===== src/rtl/tone_pkg.sv =====
// Shared types and constants for the tone/duration playback path.
// Note overflows are half-period counts at 50 MHz (50e6 / (2*f)).
package tone_pkg;

   localparam int W_DEF     = 28;
   localparam int CNT_W_DEF = 8;

   typedef enum logic [1:0] {
      ST_IDLE  = 2'd0,
      ST_PLAY  = 2'd1,
      ST_PAUSE = 2'd2,
      ST_GAP   = 2'd3
   } state_e;

   localparam logic [W_DEF-1:0] REST_FREQ = '0;

   localparam logic [W_DEF-1:0] F3 = 28'd143172;
   localparam logic [W_DEF-1:0] G3 = 28'd127551;
   localparam logic [W_DEF-1:0] A3 = 28'd113636;
   localparam logic [W_DEF-1:0] B3 = 28'd101239;
   localparam logic [W_DEF-1:0] C4 = 28'd95556;
   localparam logic [W_DEF-1:0] D4 = 28'd85131;
   localparam logic [W_DEF-1:0] E4 = 28'd75843;
   localparam logic [W_DEF-1:0] F4 = 28'd71586;
   localparam logic [W_DEF-1:0] G4 = 28'd63776;

   // Beat lengths in clock cycles (120 bpm quarter note = 0.5 s).
   localparam logic [W_DEF-1:0] BEAT_E = 28'd12500000;
   localparam logic [W_DEF-1:0] BEAT_Q = 28'd25000000;
   localparam logic [W_DEF-1:0] BEAT_H = 28'd50000000;

endpackage


===== src/rtl/tone_timer_ctrl_tone_divider.sv =====
// Square-wave generator: toggles tone every freq cycles while enabled.
// clr resets phase and output; mute forces the output low but keeps the count.
module tone_divider
   import tone_pkg::*;
#(
   parameter int W = W_DEF
) (
   input  logic         clk,
   input  logic         rst_n,
   input  logic         en,
   input  logic         clr,
   input  logic         mute,
   input  logic [W-1:0] freq,
   output logic         tone_out
);

   logic [W-1:0] tone_cnt_q, tone_cnt_d;
   logic         tone_q, tone_d;

   // Next phase count and toggle; a zero freq (rest) never toggles.
   always_comb begin
      tone_cnt_d = tone_cnt_q;
      tone_d     = tone_q;
      if (clr) begin
         tone_cnt_d = '0;
         tone_d     = 1'b0;
      end else if (mute) begin
         tone_d = 1'b0;
      end else if (en && freq != '0) begin
         if (tone_cnt_q == freq - W'(1)) begin
            tone_cnt_d = '0;
            tone_d     = ~tone_q;
         end else begin
            tone_cnt_d = tone_cnt_q + W'(1);
         end
      end
   end

   // Phase counter and toggle registers.
   always_ff @(posedge clk) begin
      if (!rst_n) begin
         tone_cnt_q <= '0;
         tone_q     <= 1'b0;
      end else begin
         tone_cnt_q <= tone_cnt_d;
         tone_q     <= tone_d;
      end
   end

   assign tone_out = tone_q;

endmodule


===== src/rtl/tone_timer_ctrl.sv =====
// Note playback controller: accepts one note at a time (half-period, duration),
// drives the speaker tone, times the note and pulses done in its last cycle.
// Optional build macro ARTIC_GAP_EN inserts a silent GAP_CYCLES gap after
// every note; without it back-to-back notes are seamless.
module tone_timer_ctrl
   import tone_pkg::*;
#(
   parameter int W          = W_DEF,
   parameter int GAP_CYCLES = 2500000,
   parameter int CNT_W      = CNT_W_DEF
) (
   input  logic             Clk_in,
   input  logic             Rst_n_in,
   input  logic             Play_in,
   input  logic             Stop_in,
   input  logic             Note_valid_in,
   output logic             Note_ready_out,
   input  logic [W-1:0]     Freq_in,
   input  logic [W-1:0]     Temp_in,
   output logic             Tone_out,
   output logic             Note_done_out,
   output logic             Busy_out,
   output logic [CNT_W-1:0] Note_cnt_out
);

`ifdef ARTIC_GAP_EN
   localparam bit GAP_EN = 1'b1;
`else
   localparam bit GAP_EN = 1'b0;
`endif
   localparam int GAP_W = (GAP_CYCLES > 1) ? $clog2(GAP_CYCLES) : 1;

   state_e           state_q, state_d;
   logic [W-1:0]     freq_q, freq_d;
   logic [W-1:0]     dur_q, dur_d;
   logic [CNT_W-1:0] cnt_q, cnt_d;
   logic [GAP_W-1:0] gap_q, gap_d;
   logic             accept, done;
   logic             div_en, div_clr, div_mute;

   // Ready is combinational so a new note can load in the done cycle.
   assign Note_ready_out = !Stop_in && Play_in &&
                           (state_q == ST_IDLE ||
                            (!GAP_EN && state_q == ST_PLAY && dur_q == '0));
   assign accept = Note_valid_in && Note_ready_out;

   // Next-state, counters and divider controls; Stop overrides everything.
   always_comb begin
      state_d  = state_q;
      freq_d   = freq_q;
      dur_d    = dur_q;
      cnt_d    = cnt_q;
      gap_d    = gap_q;
      done     = 1'b0;
      div_en   = 1'b0;
      div_clr  = 1'b0;
      div_mute = 1'b0;
      if (Stop_in) begin
         state_d = ST_IDLE;
         dur_d   = '0;
         cnt_d   = '0;
         gap_d   = '0;
         div_clr = 1'b1;
      end else begin
         unique case (state_q)
            ST_IDLE: ;
            ST_PLAY: begin
               if (!Play_in) begin
                  // This cycle still counts as sounding; freeze from next cycle.
                  state_d  = ST_PAUSE;
                  div_mute = 1'b1;
                  if (dur_q != '0) dur_d = dur_q - W'(1);
               end else if (dur_q == '0) begin
                  done    = 1'b1;
                  cnt_d   = cnt_q + CNT_W'(1);
                  div_clr = 1'b1;
                  if (GAP_EN) begin
                     state_d = ST_GAP;
                     gap_d   = GAP_W'(GAP_CYCLES - 1);
                  end else begin
                     state_d = ST_IDLE;
                  end
               end else begin
                  dur_d  = dur_q - W'(1);
                  div_en = 1'b1;
               end
            end
            ST_PAUSE: if (Play_in) state_d = ST_PLAY;
            ST_GAP: begin
               if (Play_in) begin
                  if (gap_q == '0) state_d = ST_IDLE;
                  else             gap_d   = gap_q - GAP_W'(1);
               end
            end
            default: state_d = ST_IDLE;
         endcase
         if (accept) begin
            freq_d  = Freq_in;
            dur_d   = (Temp_in == '0) ? '0 : Temp_in - W'(1);
            div_clr = 1'b1;
            state_d = ST_PLAY;
         end
      end
   end

   // Controller state registers.
   always_ff @(posedge Clk_in) begin
      if (!Rst_n_in) begin
         state_q <= ST_IDLE;
         freq_q  <= '0;
         dur_q   <= '0;
         cnt_q   <= '0;
         gap_q   <= '0;
      end else begin
         state_q <= state_d;
         freq_q  <= freq_d;
         dur_q   <= dur_d;
         cnt_q   <= cnt_d;
         gap_q   <= gap_d;
      end
   end

   tone_divider #(.W(W)) u_div (
      .clk      (Clk_in),
      .rst_n    (Rst_n_in),
      .en       (div_en),
      .clr      (div_clr),
      .mute     (div_mute),
      .freq     (freq_q),
      .tone_out (Tone_out)
   );

   assign Note_done_out = done;
   assign Busy_out      = (state_q != ST_IDLE);
   assign Note_cnt_out  = cnt_q;

endmodule

===== config.mk =====
export PLATFORM = sky130hd
export DESIGN_NAME = tone_timer_ctrl
export DESIGN_NICKNAME = d
export VERILOG_FILES = /design/src/rtl/tone_pkg.sv /design/src/rtl/tone_timer_ctrl_tone_divider.sv /design/src/rtl/tone_timer_ctrl.sv
export SDC_FILE = /design/constraint.sdc
export NUM_CORES = 1
export LEC_CHECK = 0
export CAP_MARGIN = 15
export CORE_MARGIN = 2
export CORE_UTILIZATION = 54
export CTS_CLUSTER_DIAMETER = 120
export CTS_CLUSTER_SIZE = 24
export DETAILED_ROUTE_END_ITERATION = 16
export GPL_TIMING_DRIVEN = 0
export PLACE_DENSITY = 0.86
export RECOVER_POWER = 100
export REMOVE_ABC_BUFFERS = 1
export SLEW_MARGIN = 0
export SYNTH_ARGS = -nofsm -noshare
export SYNTH_HDL_FRONTEND = slang
export SYNTH_SLANG_ARGS = --single-unit

===== constraint.sdc =====
create_clock -name Clk_in -period 4.3 [get_ports Clk_in]
set_input_delay 1.075 -clock Clk_in [delete_from_list [all_inputs] [get_ports Clk_in]]
set_output_delay 1.075 -clock Clk_in [all_outputs]
set_load 0.05 [all_outputs]

==> metrics.log <==
INFO  metric drtAntennaViolNets = 0
INFO  metric violations = capacitance limit, slew limit
INFO  metric yosys.cell_types.count = slightly above 70
INFO  metric synth.yosys.seq_area_share = 0.3280
INFO  metric placement.setup.worst_slack = -0.8550 ns
INFO  metric crit_path_top_delay_cell = or4_1
INFO  metric post-route-drc-count = 0
INFO  metric tritoncts = built
INFO  metric ratio_of_final_minimum_period_to_clock_period = 0.9626
INFO  metric cp_cell_sequence = or4_1 -> or3_1 -> o31ai_2 -> and2_1 -> dlygate4sd2_1
INFO  metric post_synth.cell_area_avg = 7.848 sq um
INFO  metric grt_max_degree = 47
INFO  metric netlist_instances = a little over 900
INFO  metric syn_to_final_growth = 20.57%
INFO  metric path_clk_slew = 0.06 ns
INFO  metric clock_skew = around 0.0085 ns
INFO  metric die_h = about 120 microns
INFO  metric detail_route.first_pass.iterations = 5
INFO  metric cts_buffer_depth = 2
INFO  metric nNetsFinal = roughly 1.0k
INFO  metric yosys_most_used_dff = dfxtp_1
INFO  metric timing.critical_path.arrival = 3.06 ns
INFO  metric hold_viol = 0
INFO  metric clock_sinks = ~120
INFO  metric gpl.final_weighted_congestion = about 0.98
INFO  metric leakage_power_total = roughly 3 nW
INFO  metric timing.critical_path.to_type = output port
INFO  metric fin_worst_hold_slack = around 0.47 ns
INFO  metric design.die.area = 0.01416 sq mm
INFO  metric setup.worst_path.start_class = flop
INFO  metric timing.max_slew.rel_slack = -0.1183
INFO  metric final_design_area_no_fill = 0.008611 sq mm
INFO  metric async_flop_share = 0
INFO  metric ff2ff_path_depth = 8
INFO  metric power.total = around 3.1 mW
INFO  metric ys_seq_elements = 117
INFO  metric synth_top_area_cell = dfxtp_1
INFO  metric cap_viol_max_count = 1
INFO  metric clock_tree.htree_level_count = 4
INFO  metric syn-cell-area = approximately 0.0071 sq mm
INFO  metric fraction_of_final_layout_cells_sized_beyond_drive_strength_1 = 0.06967
INFO  metric vdd_ir_drop_max = ~0.25 mV
INFO  metric grt_pass1_wl = roughly 30,000 microns
INFO  metric place_area = 0.007940 sq mm
INFO  metric antenna_found_initial = 0
INFO  metric worst_ep_required_time = 3.22 ns
INFO  metric unrepaired_setup_endpoints_after_global_routing = no
INFO  metric grt_overflow_total = 0
INFO  metric fin_setup_tns = 0 ns
INFO  metric vias = around 7k
INFO  metric synth-edff-count = 0
INFO  metric dieWidth = 119 microns
INFO  metric post_synth_main_area_contributors = dfxtp_1 33%, xnor2_1 8.6%, xor2_1 5.8%, nand2_1 5.7%, nor2_1 5.6%
INFO  metric avgRoutedWirePerCell = 16.02 microns
INFO  metric cts_root_buf = clkbuf_16
INFO  metric tightestPinTransition = 1.673 ns
INFO  metric max_freq = 0.2416 GHz
INFO  metric viasPerCell = 6.018
INFO  metric first_iter_violations = around 470
INFO  metric timing_max_transition_violations_final = 47
INFO  metric path_class = reg -> out
INFO  metric core-area = between 0.01 and 0.015 sq mm
INFO  metric layout_commonest_cell = dfxtp_1
INFO  metric run_status = finished with violations
INFO  metric total_wirelength_of_the_detailed_routed_design = between 15,000 and 20,000 microns
INFO  metric worstPathMaxFanout = 9
INFO  metric grt_pass1_vias = 6,484
INFO  metric track_usage = 0.2647
INFO  metric worst_hold_path_type = reg -> reg
INFO  metric synth.yosys.warnings = 0
INFO  metric cts-buffers-inserted = 17
INFO  metric final_number_of_setup_violating_endpoints = 0
INFO  metric insertedDiodeCount = 0
INFO  metric timing.final.crit_period = slightly above 4 ns
INFO  metric boundaryPins = 73
INFO  metric powerDensity = ~360 mW/mm^2
INFO  metric critPathMaxStageDelay = between 0.6 and 0.7 ns
INFO  metric postLayoutSetupSlackWorst = 0.1606 ns
INFO  metric clk_latency = approximately 0.43 ns
INFO  metric timing.hold.worst_path_depth = 2
INFO  metric yosys.area.top_type_share = 0.3280
INFO  metric hpwl = about 13,000 microns
INFO  metric commonest_non_fill_non_tap_cells_in_the_layout = 117 x dfxtp_1, 107 x nand2_1, 106 x nor2_1
INFO  metric place.port_buffers = between 70 and 80
INFO  metric start_util = 0.5458
INFO  metric rows = 42
-- stage by stage --
stage / util / instances
6_report: 0.6581 / 1152
5_1_grt: 0.6581 / 1152
4_1_cts: 0.6579 / 1152
3_5_place_dp: 0.6068 / 1120
3_3_place_gp: 0.6041 / 1118
2_1_floorplan: - / 870
-- cell families (layout without fill, tap and decap cells) --
kind of cell / count (synthesis) / count (layout) / synth area share
mux: 8 / 8 / 0.01156
xor+xnor: 118 / 118 / 0.1466
buf+inv: 60 / 126 / 0.03539
compound gates: 139 / 139 / 0.1384
fa+ha+maj: 7 / 7 / 0.01226
flops: 117 / 117 / 0.3280
simple gates: 461 / 461 / 0.3278
-- sequential cells by signal, summed over array words and instances (netlist names) --
| name | flops |
|---|---|
| Note_cnt_out | 8 |
| gap_q | 22 |
| dur_q | 28 |
| u_div.tone_cnt_q | 28 |
| freq_q | 28 |
| u_div.tone_out | 1 |
| state_q | 2 |
-- where the power goes --
group	total [mW]	switching, mW	internal (mW)
clock	1.59	0.537	1.05
sequential	1.12	0.0235	1.10
combinational	0.414	0.238	0.176
-- path summary, 6_finish.rpt --
check | slack, ns | endpoint | from
max | 0.16 | Note_ready_out | dur_q[18]
min | 0.47 | u_div.tone_out | u_div.tone_out
max reg2reg | 0.27 | u_div.tone_cnt_q[4] | freq_q[13]
min reg2reg | 0.47 | u_div.tone_out | u_div.tone_out
-- per-layer routing --
layer,GRT usage,wire length (microns),vias up
li1,-,-,3381
met1,0.3157,7686,3229
met2,0.4626,9144,275
met3,0.04837,1152,48
met4,0.1176,472,0
met5,0,0,-
-- Yosys cell counts (8+ instances only) --
library cell  count
inv_1            20
nor2_1          107
a21oi_1          25
a21boi_0         28
nand3_1          26
or3_1            10
or4_1            19
dfxtp_1         117
and3_1           15
nand2_1         108
clkbuf_1         33
xor2_1           47
nand4_1          21
xnor2_1          70
a31oi_1           8
o21ai_0          17
nor4_1           28
nor3_1           68
and2_1            9
or2_2            10
-- worst max-delay path, delay by kind of cell, from the launching register on --
family,cells,cell delay (ns)
flip-flops,1,0.35
AO/OA/AOI/OAI,1,0.39
buffers and inverters,1,0.54
AND/OR/NAND/NOR,3,1.34
-- final cells by class --
type,instances,area [sq um]
Inverter,20,75.07
Clock buffer,18,439.2
Sequential cell,117,2342
Fill cell,1030,4474
Timing Repair Buffer,74,726.9
Clock inverter,14,225.2
Multi-Input combinational cell,733,4582
Tap cell,176,220.2
-- what timing repair did --
action | 4_1_cts | 5_1_grt
hold buffers | 0 | 0
endpoints found under the setup margin | 30 | 13
gates resized for setup | 4 | 6
buffers inserted | 0 | 0
Power figures use the tool's default switching activity.
